--- src/rtl/imem_boot_ctrl.sv ---
// Boot/run sequencer: holds the core in reset, streams a program into the
// instruction RAM, then runs the core until halt or budget expiry.
// Optional running load checksum is enabled by defining IMEM_BOOT_CHECKSUM_EN.
module imem_boot_ctrl #(
  parameter int          ADDR_W     = 12,
  parameter int          DATA_W     = 32,
  parameter int unsigned MAX_CYCLES = 0
) (
  input  logic              clk,
  input  logic              rst,
  input  logic              load_start,
  input  logic              run_start,
  input  logic              halt_req,
  input  logic              ld_valid,
  output logic              ld_ready,
  input  logic [DATA_W-1:0] ld_data,
  input  logic              ld_last,
  output logic              core_rst_n,
  output logic              imem_we,
  output logic [ADDR_W-1:0] imem_waddr,
  output logic [DATA_W-1:0] imem_wdata,
  output logic [1:0]        state,
  output logic [ADDR_W:0]   word_count,
  output logic [31:0]       cycle_count,
  output logic              err_overflow,
  output logic              timeout,
  output logic [31:0]       ld_checksum
);

  typedef enum logic [1:0] {S_IDLE = 2'd0, S_LOAD = 2'd1, S_RUN = 2'd2} state_e;

  localparam logic [ADDR_W:0] DEPTH = {1'b1, {ADDR_W{1'b0}}};
  localparam logic [31:0]     MAXC  = MAX_CYCLES;
  localparam logic [31:0]     MAXM1 = MAXC - 32'd1;

  state_e              state_q, state_d;
  logic                ld_ready_q, ld_ready_d;
  logic                core_rst_n_q, core_rst_n_d;
  logic                we_q, we_d;
  logic [ADDR_W-1:0]   waddr_q, waddr_d;
  logic [DATA_W-1:0]   wdata_q, wdata_d;
  logic [ADDR_W:0]     wcnt_q, wcnt_d;
  logic [31:0]         ccnt_q, ccnt_d;
  logic                ovf_q, ovf_d;
  logic                to_q, to_d;
  logic                xfer;

  assign xfer = (state_q == S_LOAD) && ld_valid && ld_ready_q;

  always_comb begin
    state_d = state_q;
    we_d    = 1'b0;
    waddr_d = waddr_q;
    wdata_d = wdata_q;
    wcnt_d  = wcnt_q;
    ccnt_d  = ccnt_q;
    ovf_d   = ovf_q;
    to_d    = to_q;
    case (state_q)
      S_IDLE: begin
        if (load_start) begin
          state_d = S_LOAD;
          wcnt_d  = '0;
          ovf_d   = 1'b0;
        end else if (run_start && (wcnt_q != '0)) begin
          state_d = S_RUN;
          ccnt_d  = '0;
          to_d    = 1'b0;
        end
      end
      S_LOAD: begin
        if (xfer) begin
          we_d    = 1'b1;
          waddr_d = wcnt_q[ADDR_W-1:0];
          wdata_d = ld_data;
          wcnt_d  = wcnt_q + 1'b1;
          if (ld_last) state_d = S_IDLE;
        end else if (ld_valid && (wcnt_q == DEPTH)) begin
          ovf_d   = 1'b1;
          state_d = S_IDLE;
        end
        if (halt_req) state_d = S_IDLE;
      end
      S_RUN: begin
        if (ccnt_q != '1) ccnt_d = ccnt_q + 32'd1;
        if (halt_req) state_d = S_IDLE;
        // Expiry wins over a coincident halt so timeout is still reported.
        if ((MAX_CYCLES != 0) && (ccnt_q == MAXM1)) begin
          ccnt_d  = MAXC;
          to_d    = 1'b1;
          state_d = S_IDLE;
        end
      end
      default: state_d = S_IDLE;
    endcase
    ld_ready_d   = (state_d == S_LOAD) && (wcnt_d < DEPTH);
    core_rst_n_d = (state_d == S_RUN);
  end

  always_ff @(posedge clk) begin
    if (rst) begin
      state_q      <= S_IDLE;
      ld_ready_q   <= 1'b0;
      core_rst_n_q <= 1'b0;
      we_q         <= 1'b0;
      waddr_q      <= '0;
      wdata_q      <= '0;
      wcnt_q       <= '0;
      ccnt_q       <= '0;
      ovf_q        <= 1'b0;
      to_q         <= 1'b0;
    end else begin
      state_q      <= state_d;
      ld_ready_q   <= ld_ready_d;
      core_rst_n_q <= core_rst_n_d;
      we_q         <= we_d;
      waddr_q      <= waddr_d;
      wdata_q      <= wdata_d;
      wcnt_q       <= wcnt_d;
      ccnt_q       <= ccnt_d;
      ovf_q        <= ovf_d;
      to_q         <= to_d;
    end
  end

`ifdef IMEM_BOOT_CHECKSUM_EN
  logic [31:0] csum_q, csum_d;

  always_comb begin
    csum_d = csum_q;
    if ((state_q == S_IDLE) && load_start) csum_d = '0;
    else if (xfer)                          csum_d = csum_q + 32'(ld_data);
  end

  always_ff @(posedge clk) begin
    if (rst) csum_q <= '0;
    else     csum_q <= csum_d;
  end

  assign ld_checksum = csum_q;
`else
  assign ld_checksum = '0;
`endif

  assign state        = state_q;
  assign ld_ready     = ld_ready_q;
  assign core_rst_n   = core_rst_n_q;
  assign imem_we      = we_q;
  assign imem_waddr   = waddr_q;
  assign imem_wdata   = wdata_q;
  assign word_count   = wcnt_q;
  assign cycle_count  = ccnt_q;
  assign err_overflow = ovf_q;
  assign timeout      = to_q;

endmodule
--- config.mk ---
export PLATFORM = sky130hd
export DESIGN_NAME = imem_boot_ctrl
export DESIGN_NICKNAME = d
export VERILOG_FILES = /design/src/rtl/imem_boot_ctrl.sv
export SDC_FILE = /design/constraint.sdc
export NUM_CORES = 1
export LEC_CHECK = 0
export CAP_MARGIN = 20
export CORE_MARGIN = 2
export CORE_UTILIZATION = 45
export CTS_CLUSTER_DIAMETER = 200
export CTS_CLUSTER_SIZE = 25
export DETAILED_ROUTE_END_ITERATION = 6
export GPL_TIMING_DRIVEN = 0
export MAX_ROUTING_LAYER = met4
export PLACE_DENSITY = 0.91
export RECOVER_POWER = 25
export SLEW_MARGIN = 30
export SYNTH_ARGS = -nofsm -noshare
export SYNTH_HDL_FRONTEND = slang
export SYNTH_SLANG_ARGS = --single-unit
--- constraint.sdc ---
create_clock -name clk -period 2.7 [get_ports clk]
set_clock_uncertainty 0.05 [all_clocks]
set_input_delay 0.54 -clock clk [delete_from_list [all_inputs] [get_ports clk]]
set_output_delay 0.54 -clock clk [all_outputs]
set_load 0.05 [all_outputs]
==> results of run 1 <==
==> cells in the final DEF, fill, tap and decap left out, drive strengths merged, types with 4 or more instances in the layout <==
cell | netlist | final
a21oi | 76 | 76
a31oi | 6 | 6
and2 | 6 | 6
and3 | 10 | 10
and4 | 4 | 4
buf | 38 | 38
clkbuf | 31 | 41
clkdlybuf4s50 | 0 | 120
conb | 1 | 33
dfxtp | 95 | 95
dlygate4sd3 | 0 | 13
inv | 6 | 7
mux2 | 4 | 4
nand2 | 116 | 116
nand2b | 4 | 4
nand3 | 17 | 17
nand4 | 17 | 17
nor2 | 24 | 24
nor3 | 5 | 5
nor4 | 4 | 4
o21ai | 5 | 5
o31ai | 22 | 22
or4 | 25 | 25
==> worst max-delay path by stage <==
stage	from	to	slack, ns
after floorplan	cycle_count[0]	cycle_count[14]	0.19
after global placement	run_start	cycle_count[14]	-0.09
after detailed placement	run_start	cycle_count[30]	-0.14
after CTS	word_count[1]	cycle_count[3]	0.15
after global routing	word_count[3]	cycle_count[2]	-0.02
final	run_start	cycle_count[30]	0.20
==> stage by stage <==
| step | utilization | std cells | power, µW | worst slack [ns] | cell area, µm² |
|---|---|---|---|---|---|
| 6_report | 0.652 | 868 | 2800 | 0.200 | 6340 |
| 4_1_cts | 0.651 | 868 | 2820 | 0.155 | 6340 |
| 5_1_grt | 0.652 | 868 | 2890 | -0.0246 | 6340 |
| 3_5_place_dp | 0.628 | 852 | 1770 | -0.137 | 6110 |
| 2_1_floorplan | - | 586 | 1670 | 0.188 | 4610 |
| 3_3_place_gp | 0.628 | 852 | 1770 | -0.0913 | 6110 |
==> power breakdown <==
| part | total [µW] | internal (µW) | switching [µW] |
|---|---|---|---|
| logic | 324 | 112 | 212 |
| clock network | 1060 | 550 | 510 |
| registers | 1420 | 1410 | 5.93 |
| total | 2800 | 2070 | 728 |
==> worst min-delay path: stages, from the launching register on <==
cell and delay, ns:
dfxtp_1 0.32, nand2_1 0.05, a21oi_1 0.05
==> cell type report <==
class,count,area [µm²]
Tap cell,133,166
Timing Repair Buffer,133,1330
Fill cell,832,3390
Clock inverter,6,91.3
Inverter,6,22.5
Buffer,69,395
Multi-Input combinational cell,416,2300
Sequential cell,95,1900
Clock buffer,10,138
==> flip-flops by register name (all words and copies together), names as in the netlist <==
| signal | flops |
|---|---|
| err_overflow | 1 |
| imem_wdata | 32 |
| core_rst_n | 1 |
| word_count | 13 |
| imem_we | 1 |
| imem_waddr | 12 |
| ld_ready | 1 |
| cycle_count | 32 |
| state | 2 |
==> cell families after synthesis <==
group | count (synthesis)
simple gates | 246
compound gates | 124
flops | 95
buf+inv | 75
mux | 6
xor+xnor | 4
fa+ha+maj | 3
other cells | 1
==> synthesized netlist by cell type, types with 2 or more instances <==
cell / number
inv_1: 6
nand2b_1: 4
nand3b_1: 3
nor2_1: 24
mux2i_1: 2
nor4_4: 2
a21oi_1: 76
and3_1: 10
a31o_2: 3
nor4_1: 2
o211ai_1: 3
xnor2_1: 2
and3b_1: 2
buf_2: 2
nand4_1: 15
nand2_1: 116
clkbuf_1: 30
and4_1: 4
ha_1: 3
o41ai_1: 2
nor3_1: 5
xor2_1: 2
nand3_1: 17
dfxtp_1: 95
or3_1: 3
or2_2: 2
a31oi_1: 5
buf_1: 2
or4_1: 24
o31ai_1: 22
buf_4: 34
mux2_2: 4
and2_1: 6
a211oi_1: 2
o21ai_0: 5
==> timing repair <==
action,in CTS,in global routing
hold buffers,0,0
resized for setup,0,8
endpoints found under the setup margin,0,33
==> routing by layer <==
metal  GRT usage  vias to the layer above
met3      0.0464                       29
met5           -                        -
li1            -                     2259
met1       0.297                     2154
met4      0.0830                        0
met2       0.389                      233
==> run metrics, run 1 <==
Slew @ Worst Pin 0.713 ns; DRT Pass-1 Iters 5; Min Hold Slack 0.407 ns; crit path cell chain clkdlybuf4s50_1, inv_1, o21ai_0, nand3b_1, clkbuf_1, clkbuf_2, o41ai_1, a21oi_1; CP Depth 8; CTS root buffer clkbuf_8; row count 36; Synth cell types 50; mapped cell area 4490 µm²; period utilization 0.926; Die W 104 µm; Top FF cell, synth dfxtp_1; Post-synth EDFFs 0; RR Endpoint cycle_count[30]; RSZ-0062 raised after global routing yes; vias in the first global route 4336; layout cells sized above 1 0.101; crit-path max FO 10; Ys Warns 0; synthesized instance count 554; IO Pins 167; Worst Path Buf+Inv 4; Synth Area in Simple Gates 0.285; first-pass GRT wire length 20900 µm; TritonCTS sink count 95; share of the synthesized area in the top cell type 0.424; post-DP HPWL 9590 µm; Worst setup EP type flip-flop; wire per inst 14.8 µm; clk slew on worst S/H paths 0.10 ns; Max-cap violations 0; f_max 0.400 GHz; CP max stage delay 0.49 ns; antenna viol nets, final 0; hold path start imem_wdata[13]; critical path's slowest cell clkdlybuf4s50_1; P&R area growth vs syn 41.2%; Setup Fix Bufs, Post-CTS 0; Initial Utilization 0.462; adder-cell share of the synthesized area 0.00836; Hold Crit Class reg -> reg; final hold violations 0; Avg Cell Area, Syn 8.11 µm²; Critical Path Source Type primary input; reg-to-reg slack, setup 0.22 ns; area share of xor/xnor cells in the synthesized design 0.00780; Nets 772; post-synthesis sequential area ratio 0.424; routability congestion estimate 0.922; fin crit period 2.50 ns; initial DRC count 315; ys async rst share 0; number of I/O port buffers 133; vias per inst 5.39; gr usage total 0.239; DRC viols 0; Leakage 0.00228 µW; # diodes 0; largest net degree at the start of global routing 17; antenna violations before repair 0; met2 wire length 6120 µm; Yosys top cell by area dfxtp_1; Rel. slew slack 0.523; CTS tree yes; Critical Path RT 2.87 ns; Post-Route M1 WL 5370 µm; mux contribution to synthesized area 0.0145; main combinational cell family by area after synthesis simple AND/OR/NAND/NOR gates; Yosys reg bits 95; hold path depth 2; Inserted Clock Buffers 9; via count 4675; Max Used Layer met4; Core Region 9730 µm²; kind of critical path in -> reg; CP arrival 2.67 ns; pwr dens 441 nW/µm²; maximum vdd drop 0.000244 V; synth top area cells dfxtp_1, nand2_1, a21oi_1, buf_4, or4_1; delay-heaviest family, CP buffers and inverters; Post-Route WL 12900 µm; Die Y 104 µm; worst skew pair latency 0.36 ns; Hold Path End imem_wdata[13]; # setup viols final 0; total negative setup slack 0 ns; Slew Limit Fails 0; RR Startpoint word_count[0]; r2r worst-path depth 9; die area 10800 µm²; Remaining Overflow, GRT 0; met3 routed WL 1090 µm; compound-cell area share of the yosys netlist 0.168; largest buffer count on any clock path 2; H-Tree Depth 3; outcome complete, no violations
Note: power is estimated with default switching activity, not from simulation.
==> inputs of run 2 (changes only) <==
--- a/config.mk
+++ b/config.mk
@@ -5,6 +5,7 @@
 export SDC_FILE = /design/constraint.sdc
 export NUM_CORES = 1
 export LEC_CHECK = 0
+export ABC_CLOCK_PERIOD_IN_PS = 2700
 export CAP_MARGIN = 20
 export CORE_MARGIN = 2
 export CORE_UTILIZATION = 45
==> results of run 2 <==
Same layout as run 1: the final DEF is identical, and so are final timing and power.
